===== config.mk =====
export PLATFORM = sky130hd
export DESIGN_NAME = spi_master_ctrl
export DESIGN_NICKNAME = d
export VERILOG_FILES = /design/src/rtl/spi_master_ctrl.sv
export SDC_FILE = /design/constraint.sdc
export NUM_CORES = 1
export LEC_CHECK = 0
export ABC_CLOCK_PERIOD_IN_PS = 4150
export BUFFER_PORTS_ARGS = -buffer_cell sky130_fd_sc_hd__buf_4
export CAP_MARGIN = 10
export CORE_MARGIN = 4
export CORE_UTILIZATION = 25
export CTS_BUF_LIST = sky130_fd_sc_hd__clkbuf_4
export DETAILED_ROUTE_END_ITERATION = 16
export GPL_TIMING_DRIVEN = 0
export PLACE_DENSITY = 0.44
export SLEW_MARGIN = 10
export SYNTH_ARGS = -nofsm -noshare
export SYNTH_HDL_FRONTEND = slang
export SYNTH_SLANG_ARGS = --single-unit

===== constraint.sdc =====
create_clock -name clk -period 4.15 [get_ports clk]
set_input_delay 0.83 -clock clk [delete_from_list [all_inputs] [get_ports clk]]
set_output_delay 0.83 -clock clk [all_outputs]
set_load 0.05 [all_outputs]

===== src/rtl/spi_master_ctrl.sv =====
`default_nettype none
// ============================================================================
//  Module      : spi_master_ctrl
//  Description : Parametrised SPI master. Shifts one DATA_W-bit word per
//                txstart in any SPI mode (cpol/cpha), MSB- or LSB-first,
//                with a programmable SCK divider and NUM_CS active-low
//                chip selects. cs_hold keeps CS asserted for bursts.
//  Revision    : 1.0 - initial release
// ============================================================================
module spi_master_ctrl #(
  parameter int  DATA_W = 8,
  parameter int  DIV_W  = 8,
  parameter int  NUM_CS = 2,
  localparam int CS_W   = (NUM_CS > 1) ? $clog2(NUM_CS) : 1
) (
  input  logic              clk,
  input  logic              rst,
  input  logic [DATA_W-1:0] txdata,
  input  logic              txstart,
  input  logic [DIV_W-1:0]  clkdiv,
  input  logic              cpol,
  input  logic              cpha,
  input  logic              lsb_first,
  input  logic [CS_W-1:0]   cs_sel,
  input  logic              cs_hold,
  output logic [DATA_W-1:0] rxdata,
  output logic              busy,
  output logic              done,
  output logic              spi_sck,
  output logic              spi_mosi,
  input  logic              spi_miso,
  output logic [NUM_CS-1:0] spi_cs_n
);

  // Edge counter must reach 2*DATA_W (all edges issued).
  localparam int EDGE_W = $clog2(2 * DATA_W + 1);

  localparam logic [1:0] c_st_idle  = 2'd0;
  localparam logic [1:0] c_st_lead  = 2'd1;
  localparam logic [1:0] c_st_shift = 2'd2;
  localparam logic [1:0] c_st_trail = 2'd3;

  localparam logic [EDGE_W-1:0] c_all_edges  = EDGE_W'(2 * DATA_W);
  localparam logic [EDGE_W-1:0] c_final_done = EDGE_W'(2 * DATA_W - 1);

  // Control state
  logic [1:0]        r_state;
  logic [DIV_W-1:0]  r_div_cnt;
  logic [EDGE_W-1:0] r_edge_cnt;   // number of SCK edges already issued

  // Configuration captured at accept
  logic [DIV_W-1:0]  r_clkdiv;
  logic              r_cpha;
  logic              r_lsb;

  // Datapath
  logic [DATA_W-1:0] r_tx_shift;
  logic [DATA_W-1:0] r_rx_shift;

  // Output registers
  logic [DATA_W-1:0] r_rxdata;
  logic              r_busy;
  logic              r_done;
  logic              r_sck;
  logic              r_mosi;
  logic [NUM_CS-1:0] r_cs_n;

  logic              w_accept;
  logic              w_tick;
  logic              w_edge;
  logic              w_leading;
  logic              w_first_edge;
  logic              w_last_edge;
  logic              w_sample;
  logic              w_advance;
  logic              w_finish;
  logic              w_next_bit;
  logic [DATA_W-1:0] w_tx_next;
  logic [DATA_W-1:0] w_rx_next;
  logic [NUM_CS-1:0] w_cs_dec;

  assign w_accept = (r_state == c_st_idle) & txstart;
  assign w_tick   = (r_div_cnt == r_clkdiv);

  // An edge is issued at the end of LEAD and at every SHIFT half-period
  // except the last one, which only closes out the final SCK phase.
  assign w_edge = w_tick & ((r_state == c_st_lead) |
                            ((r_state == c_st_shift) & (r_edge_cnt != c_all_edges)));

  // With k edges done, the edge being issued is k+1: odd numbers lead.
  assign w_leading    = ~r_edge_cnt[0];
  assign w_first_edge = (r_edge_cnt == '0);
  assign w_last_edge  = (r_edge_cnt == c_final_done);

  // cpha=0 samples on leading edges, cpha=1 on trailing edges.
  assign w_sample  = w_edge & (w_leading ^ r_cpha);
  assign w_advance = w_edge & (r_cpha ? (w_leading & ~w_first_edge)
                                      : (~w_leading & ~w_last_edge));

  assign w_finish = (r_state == c_st_trail) & w_tick;

  assign w_next_bit = r_lsb ? r_tx_shift[1] : r_tx_shift[DATA_W-2];
  assign w_tx_next  = r_lsb ? (r_tx_shift >> 1) : (r_tx_shift << 1);
  assign w_rx_next  = r_lsb ? {spi_miso, r_rx_shift[DATA_W-1:1]}
                            : {r_rx_shift[DATA_W-2:0], spi_miso};

  // Chip-select decode; an out-of-range select asserts nothing.
  for (genvar i = 0; i < NUM_CS; i++) begin : g_cs_dec
    localparam logic [CS_W-1:0] c_idx = CS_W'(i);
    assign w_cs_dec[i] = (cs_sel != c_idx);
  end

  // Half-period divider: restarts on accept so edge spacing never drifts.
  always_ff @(posedge clk or posedge rst) begin
    if (rst) begin
      r_div_cnt <= '0;
    end else if ((r_state == c_st_idle) || w_tick) begin
      r_div_cnt <= '0;
    end else begin
      r_div_cnt <= r_div_cnt + DIV_W'(1);
    end
  end

  // Transfer sequencing: IDLE -> LEAD -> SHIFT -> TRAIL -> IDLE.
  always_ff @(posedge clk or posedge rst) begin
    if (rst) begin
      r_state    <= c_st_idle;
      r_edge_cnt <= '0;
    end else begin
      case (r_state)
        c_st_idle: begin
          if (txstart) begin
            r_state    <= c_st_lead;
            r_edge_cnt <= '0;
          end
        end
        c_st_lead:  if (w_tick) r_state <= c_st_shift;
        c_st_shift: if (w_tick && (r_edge_cnt == c_all_edges)) r_state <= c_st_trail;
        c_st_trail: if (w_tick) r_state <= c_st_idle;
        default:    r_state <= c_st_idle;
      endcase
      if (w_edge) r_edge_cnt <= r_edge_cnt + EDGE_W'(1);
    end
  end

  // Capture the transfer configuration so later changes are ignored.
  always_ff @(posedge clk or posedge rst) begin
    if (rst) begin
      r_clkdiv <= '0;
      r_cpha   <= 1'b0;
      r_lsb    <= 1'b0;
    end else if (w_accept) begin
      r_clkdiv <= clkdiv;
      r_cpha   <= cpha;
      r_lsb    <= lsb_first;
    end
  end

  // Serial datapath: SCK toggling, MOSI shifting and MISO assembly.
  always_ff @(posedge clk or posedge rst) begin
    if (rst) begin
      r_tx_shift <= '0;
      r_rx_shift <= '0;
      r_mosi     <= 1'b0;
      r_sck      <= 1'b0;
    end else if (w_accept) begin
      r_tx_shift <= txdata;
      r_rx_shift <= '0;
      r_mosi     <= lsb_first ? txdata[0] : txdata[DATA_W-1];
      r_sck      <= cpol;
    end else if (r_state == c_st_idle) begin
      r_sck <= cpol;
    end else begin
      if (w_edge) r_sck <= ~r_sck;
      if (w_advance) begin
        r_tx_shift <= w_tx_next;
        r_mosi     <= w_next_bit;
      end
      if (w_sample) r_rx_shift <= w_rx_next;
    end
  end

  // Host-side status, result word and chip-select outputs.
  always_ff @(posedge clk or posedge rst) begin
    if (rst) begin
      r_rxdata <= '0;
      r_busy   <= 1'b0;
      r_done   <= 1'b0;
      r_cs_n   <= '1;
    end else begin
      r_done <= w_finish;
      if (w_accept) begin
        r_busy <= 1'b1;
        r_cs_n <= w_cs_dec;
      end else if (w_finish) begin
        r_busy   <= 1'b0;
        r_rxdata <= r_rx_shift;
        if (!cs_hold) r_cs_n <= '1;
      end else if ((r_state == c_st_idle) && !cs_hold) begin
        r_cs_n <= '1;
      end
    end
  end

  assign rxdata   = r_rxdata;
  assign busy     = r_busy;
  assign done     = r_done;
  assign spi_sck  = r_sck;
  assign spi_mosi = r_mosi;
  assign spi_cs_n = r_cs_n;

endmodule
`default_nettype wire

==> reports/metrics.cfg, run 1 <==
[power]
power.total_uw = 2050
ir_drop_mv = 0.195
p_per_area_mw_per_mm2 = 600
leakage_uw = 0.00158

[synth]
ys_types = 45
avgSynthCellArea_um2 = 10.8
yosys_warnings = 0
synthTopCellsByCount = dfrtp_1, nand2_1, mux2_2, nor2_1, mux2i_1
synth.top_cell.area_share = 0.462
yosysMostFrequentCell = dfrtp_1
syn_inst = 266
ys_async_sr_fraction = 1.00
ys_seq_elements = 55
yosysSeqAreaShare = 0.480
synth_edf_count = 0
synthFlopType = dfrtp_1
yosys.area.top_type = dfrtp_1
post_synth_instance_area_mm2 = 0.00287
syn-num-nets = 300
synth.area.top_cells = dfrtp_1, mux2_2, nand2_1

[die]
fp-row-count = 38
die_x_um = 115
core_mm2 = 0.0110
io_pins = 39
die-height_um = 115
initial_core_util = 0.260
die-area_mm2 = 0.0133

[timing]
hold_viol = 0
fin_crit_ns = 2.37
skew_ns = 0.0160
final-max-slew-violation-count = 0
tns_ns = 0
setup_viol = 0
tightest_slew_ns = 0.720
rsz0062_at_grt = false
timing.final.crit_share = 0.570
relSlewSlack = 0.520
setup_slack_ns = 1.78
fmax_mhz = 423

[drt]
drt_wl_total_um = 6480
firstDrtPassIters = 4
via_per_inst = 4.49
ant_nets = 0
post_drt_wl_per_cell_um = 14.3
vias = 2030
drcViolationCount = 0
drtIter0Drc = 69

[final_layout]
nNetsFinal = 345
diodes = 0
drive_gt1_frac = 0.301
synthToLayoutAreaGrowth_pct = 18.8

[clock_network]
cts_tree = built
root_buffer = clkbuf_4
cts_max_level = 2
clock_sinks = 55
insertion_delay_ns = 0.39
clock_path_buffers = 2
clkTransAtPathRegs_ns = 0.16
ctsResizeCount = 0
cts_buffers = 5
cts_hold_buf = 0
post_cts_buffers = 0

[run_status]
status = finished clean

[job]
cap_viol_max_count = 0

[setup_path]
reg2reg_to = r_cpha$_DFFE_PP0P_
end_kind = flip-flop
crit_fanout = 10
timing.rr.start = r_state[0]$_DFFE_PP0P_
arrival_ns = 2.70
reg2regPathDepth = 7
startpoint_type = flip-flop
reg2reg_setup_slack_ns = 1.78
path_class = flip-flop to flip-flop
crit_required_ns = 4.48
startpoint = r_state[0]$_DFFE_PP0P_
endpoint = r_cpha$_DFFE_PP0P_

[placement]
dpl.hpwl_um = 4640
place_ws_ns = 1.74
port_buffers = 38
gp_congestion = 0.705

[hold_path]
hold_path_class = input port to asynchronous set/reset pin

[grt]
track_usage = 0.104
grt_pass1_wl_um = 10800
grt_pass1_vias = 2054
antenna_found_initial = 0
grt-ovfl-total = 0
grt_max_degree = 56

==> cells by family after synthesis <==
group                    after synthesis  synth area share
adder cells (fa/ha/maj)                9            0.0392
flip-flops                            55             0.480
XOR/XNOR                              16            0.0593
multiplexers                          36             0.134
AO/OA/AOI/OAI                         32            0.0780
AND/OR/NAND/NOR                       98             0.174
buffers and inverters                 20            0.0353
==> registers in the layout, summed over array words and instances (netlist names), 2 cells and up <==
register	flops
r_clkdiv	8
r_div_cnt	8
r_edge_cnt	5
r_rx_shift	8
r_state	2
r_tx_shift	8
rxdata	8
spi_cs_n	2
==> metal layers <==
| metal | vias up | track usage | part of all wire |
|---|---|---|---|
| met4 | 0 | 0.0305 | 0.012 |
| met1 | 996 | 0.147 | 0.50 |
| met5 | - | 0 | 0 |
| met2 | 33 | 0.157 | 0.45 |
| met3 | 7 | 0.0242 | 0.040 |
| li1 | 994 | - | - |
==> per-stage QoR <==
step	hold slack [ns]	instance area, um^2	util	std cells
finish	0.526	3410	0.309	452
global route	0.561	3410	0.309	452
CTS	0.535	3410	0.309	452
detailed placement	0.492	3330	0.302	444
global placement	0.496	3330	0.302	444
floorplan	0.461	2870	-	266
==> power breakdown <==
part,total (uW),switching [uW],internal (uW),leakage [uW]
Clock,300,175,124,0.0000426
Sequential,836,137,700,0.000713
Combinational,911,521,391,0.000828
==> area by class of cell <==
| class | instances | area (um^2) |
|---|---|---|
| clock inverters | 3 | 38.8 |
| plain buffers | 11 | 67.6 |
| well taps | 140 | 175 |
| clock buffers | 5 | 37.5 |
| fillers | 1182 | 7620 |
| inverters | 9 | 36.3 |
| multi-input cells | 191 | 1390 |
| repair buffers | 38 | 285 |
| flip-flops and latches | 55 | 1380 |
==> worst max-delay path, stage by stage, from the launching register on <==
cell and delay [ns]:
dfrtp_1 0.44, inv_1 0.11, ha_1 0.33, and2_0 0.29, clkbuf_1 0.45, clkbuf_1 0.47, nand2_1 0.13, nand2_1 0.08
==> cells in the final DEF (no fill, tap or decap), drive strengths merged <==
cell     Yosys  final
dfrtp       53     53
nand2       44     44
buf          4     42
nor2        20     20
mux2        20     20
mux2i       16     16
o21ai       16     16
xnor2       14     14
clkbuf       7     12
ha           9      9
inv          9      9
nand3        9      9
a21oi        3      3
and3         3      3
nor2b        3      3
nor3         3      3
and2         3      3
nand4        2      2
nor3b        2      2
o31a         2      2
a22oi        2      2
or2          2      2
xor2         2      2
or4b         2      2
o21bai       2      2
a31o         2      2
dfstp        2      2
clkinv       0      2
nand4bb      1      1
o31ai        1      1
or3          1      1
a211o        1      1
a22o         1      1
nand2b       1      1
o211a        1      1
o32a         1      1
nor4b        1      1
nor4         1      1
bufinv       0      1
==> worst min-delay path by stage <==
stage | start | endpoint | cells after the start
2_1_floorplan | r_cpha$_DFFE_PP0P_ | r_cpha$_DFFE_PP0P_ | 2
3_3_place_gp | r_clkdiv[0]$_DFFE_PP0P_ | r_clkdiv[0]$_DFFE_PP0P_ | 2
3_5_place_dp | r_clkdiv[5]$_DFFE_PP0P_ | r_clkdiv[5]$_DFFE_PP0P_ | 2
4_1_cts | r_clkdiv[0]$_DFFE_PP0P_ | r_clkdiv[0]$_DFFE_PP0P_ | 2
5_1_grt | r_clkdiv[0]$_DFFE_PP0P_ | r_clkdiv[0]$_DFFE_PP0P_ | 2
6_report | rst | r_clkdiv[2]$_DFFE_PP0P_ | 2
(Power assumes the default switching activity.)
==> run 2: changes to the inputs <==
--- a/config.mk
+++ b/config.mk
@@ -5,7 +5,7 @@
 export SDC_FILE = /design/constraint.sdc
 export NUM_CORES = 1
 export LEC_CHECK = 0
-export ABC_CLOCK_PERIOD_IN_PS = 4150
+export ABC_CLOCK_PERIOD_IN_PS = 2250
 export BUFFER_PORTS_ARGS = -buffer_cell sky130_fd_sc_hd__buf_4
 export CAP_MARGIN = 10
 export CORE_MARGIN = 4
==> constraint.sdc (replaced) <==
create_clock -name clk -period 2.25 [get_ports clk]
set_input_delay 0.45 -clock clk [delete_from_list [all_inputs] [get_ports clk]]
set_output_delay 0.45 -clock clk [all_outputs]
set_load 0.05 [all_outputs]
==> reports/metrics.cfg, run 2 (synthesis gave the netlist of run 1 again) <==
[power]
p_per_area_mw_per_mm2 = 1110  ; +84%
p_int_uw = 2260  ; +86%
power.total_uw = 3810  ; +86%
ir_drop_mv = 0.362  ; +85%
p_sw_uw = 1550  ; +86%
seqPwrFrac = 0.404  ; -0.004
p_sw_frac = 0.406  ; -0.000639
leakage_uw = 0.00160  ; +0.78%
power_frac_comb = 0.452  ; +0.007
clockPowerShare = 0.144  ; -0.002

[clock_network]
root_buffer = clkbuf_4
insertion_delay_ns = 0.39  ; about the same
cts_max_level = 2  ; unchanged
clock_path_buffers = 2  ; unchanged
clkTransAtPathRegs_ns = 0.16  ; about the same
clock_sinks = 55  ; unchanged
cts_buffers = 5  ; unchanged
cts_hold_buf = 0  ; unchanged
cts_tree = built

[final_layout]
final_util = 0.312  ; +0.00318
nNetsFinal = 347  ; +0.58%
layout_common_cells = dfrtp_1, nand2_1, buf_4
drive_gt1_frac = 0.328  ; +0.0267
diodes = 0  ; unchanged
fill_cells = 1181  ; -0.085%
layout_commonest_cell = dfrtp_1
synthToLayoutAreaGrowth_pct = 20.0
seq_area_mm2 = 0.00138  ; about the same
multi_input_area_mm2 = 0.00141  ; +1.2%

[placement]
gp_congestion = 0.705  ; unchanged
dpl.hpwl_um = 4640  ; unchanged
place_ws_ns = -0.108  ; -1.85 ns
port_buffers = 38  ; unchanged

[timing]
fmax_mhz = 472  ; +12%
final-max-slew-violation-count = 0  ; unchanged
hold_viol = 0  ; unchanged
fin_crit_ns = 2.12  ; -0.247 ns
setup_viol = 0  ; unchanged
setup_slack_ns = 0.131  ; -1.65 ns
skew_ns = 0.0119  ; -0.00411 ns
relSlewSlack = 0.522  ; +0.00167
tightest_slew_ns = 0.717  ; -0.00251 ns
tns_ns = 0  ; unchanged
timing.final.crit_share = 0.942  ; +0.372

[drt]
drt_wl_total_um = 6530  ; +0.73%
post_drt_wl_per_cell_um = 14.4  ; +0.28%
drcViolationCount = 0  ; unchanged
ant_nets = 0  ; unchanged
via_per_inst = 4.46  ; -0.59%
vias = 2027  ; -0.15%
firstDrtPassIters = 3  ; -1
drtIter0Drc = 62  ; -10%

[die]
io_pins = 39  ; unchanged
initial_core_util = 0.260  ; unchanged
die-height_um = 115  ; unchanged
die_x_um = 115  ; unchanged
die-area_mm2 = 0.0133  ; unchanged
fp-row-count = 38  ; unchanged
core_mm2 = 0.0110  ; unchanged

[setup_path]
crit_required_ns = 2.55  ; -1.93 ns
path_class = flip-flop to flip-flop
crit_fanout = 6  ; -4
end_kind = flip-flop
startpoint_type = flip-flop
arrival_ns = 2.42  ; -0.28 ns

[grt]
track_usage = 0.104  ; unchanged
grt_max_degree = 56  ; unchanged
grt_pass1_wl_um = 10800  ; unchanged
grt-ovfl-total = 0  ; unchanged
antenna_found_initial = 0  ; unchanged
grt_pass1_vias = 2054  ; unchanged

[job]
cap_viol_max_count = 0  ; unchanged

[run_status]
status = finished clean

[hold_path]
hold_path_class = input port to asynchronous set/reset pin

run 2: changes by cell type in the layout (fill, tap and decap cells not counted), sizes merged:
cell / previous run / this run
buf: 42 / 44
run 2: area by class of cell:
cell class,instances,share of cell area
flip-flops and latches,55,0.401
multi-input cells,191,0.408
plain buffers,11,0.0211
inverters,9,0.0105
well taps,140,0.0508
clock buffers,5,0.0109
clock inverters,3,0.0113
repair buffers,40,0.0864
run 2: worst paths after layout:
check,start,endpoint,slack (ns),cells past startpoint
min in group clk,clkdiv[1],r_clkdiv[1]$_DFFE_PP0P_,0.23,3
setup / recovery,r_edge_cnt[0]$_DFFE_PP0P_,r_tx_shift[7]$_DFFE_PP0P_,0.13,9
hold / removal,rst,r_clkdiv[2]$_DFFE_PP0P_,0.15,2
max in group asynchronous,rst,r_edge_cnt[0]$_DFFE_PP0P_,1.58,2
setup reg to reg,r_edge_cnt[0]$_DFFE_PP0P_,r_tx_shift[7]$_DFFE_PP0P_,0.13,9
hold reg to reg,r_clkdiv[0]$_DFFE_PP0P_,r_clkdiv[0]$_DFFE_PP0P_,0.53,2
run 2: metal layers:
metal	GRT usage	vias up	wire, um
li1	-	1002	-
met1	0.147	989	3230
met2	0.157	29	2990
met3	0.0242	7	229
met4	0.0305	0	80
met5	0	-	0
run 2: what timing repair did:
action                                  4_1_cts  5_1_grt
gates resized for setup                       2        8
buffers inserted                              0        1
gates cloned                                  0        1
endpoints found under the setup margin       10       24
run 2: critical path, cell delays in order, from the launching register on:
cell,delay [ns]
dfrtp_2,0.47
ha_1,0.23
and3_1,0.19
ha_1,0.18
inv_1,0.06
a22oi_1,0.07
nor4_2,0.29
buf_2,0.25
o21ai_0,0.10
a31o_2,0.21
run 2: power groups by stage:
stage	Clock, uW	Sequential [uW]	Combinational, uW
floorplan	0	1720	1070
global placement	0	1560	1690
detailed placement	0	1570	1700
CTS	583	1550	1720
global route	623	1590	1920
finish	550	1540	1720
run 2: through the flow:
| stage | hold slack (ns) | std cells | area (um^2) |
|---|---|---|---|
| 2_1_floorplan | 0.461 | 266 | 2870 |
| 3_3_place_gp | 0.496 | 444 | 3330 |
| 3_5_place_dp | 0.492 | 444 | 3330 |
| 4_1_cts | 0.167 | 452 | 3410 |
| 5_1_grt | 0.199 | 454 | 3450 |
| 6_report | 0.146 | 454 | 3450 |
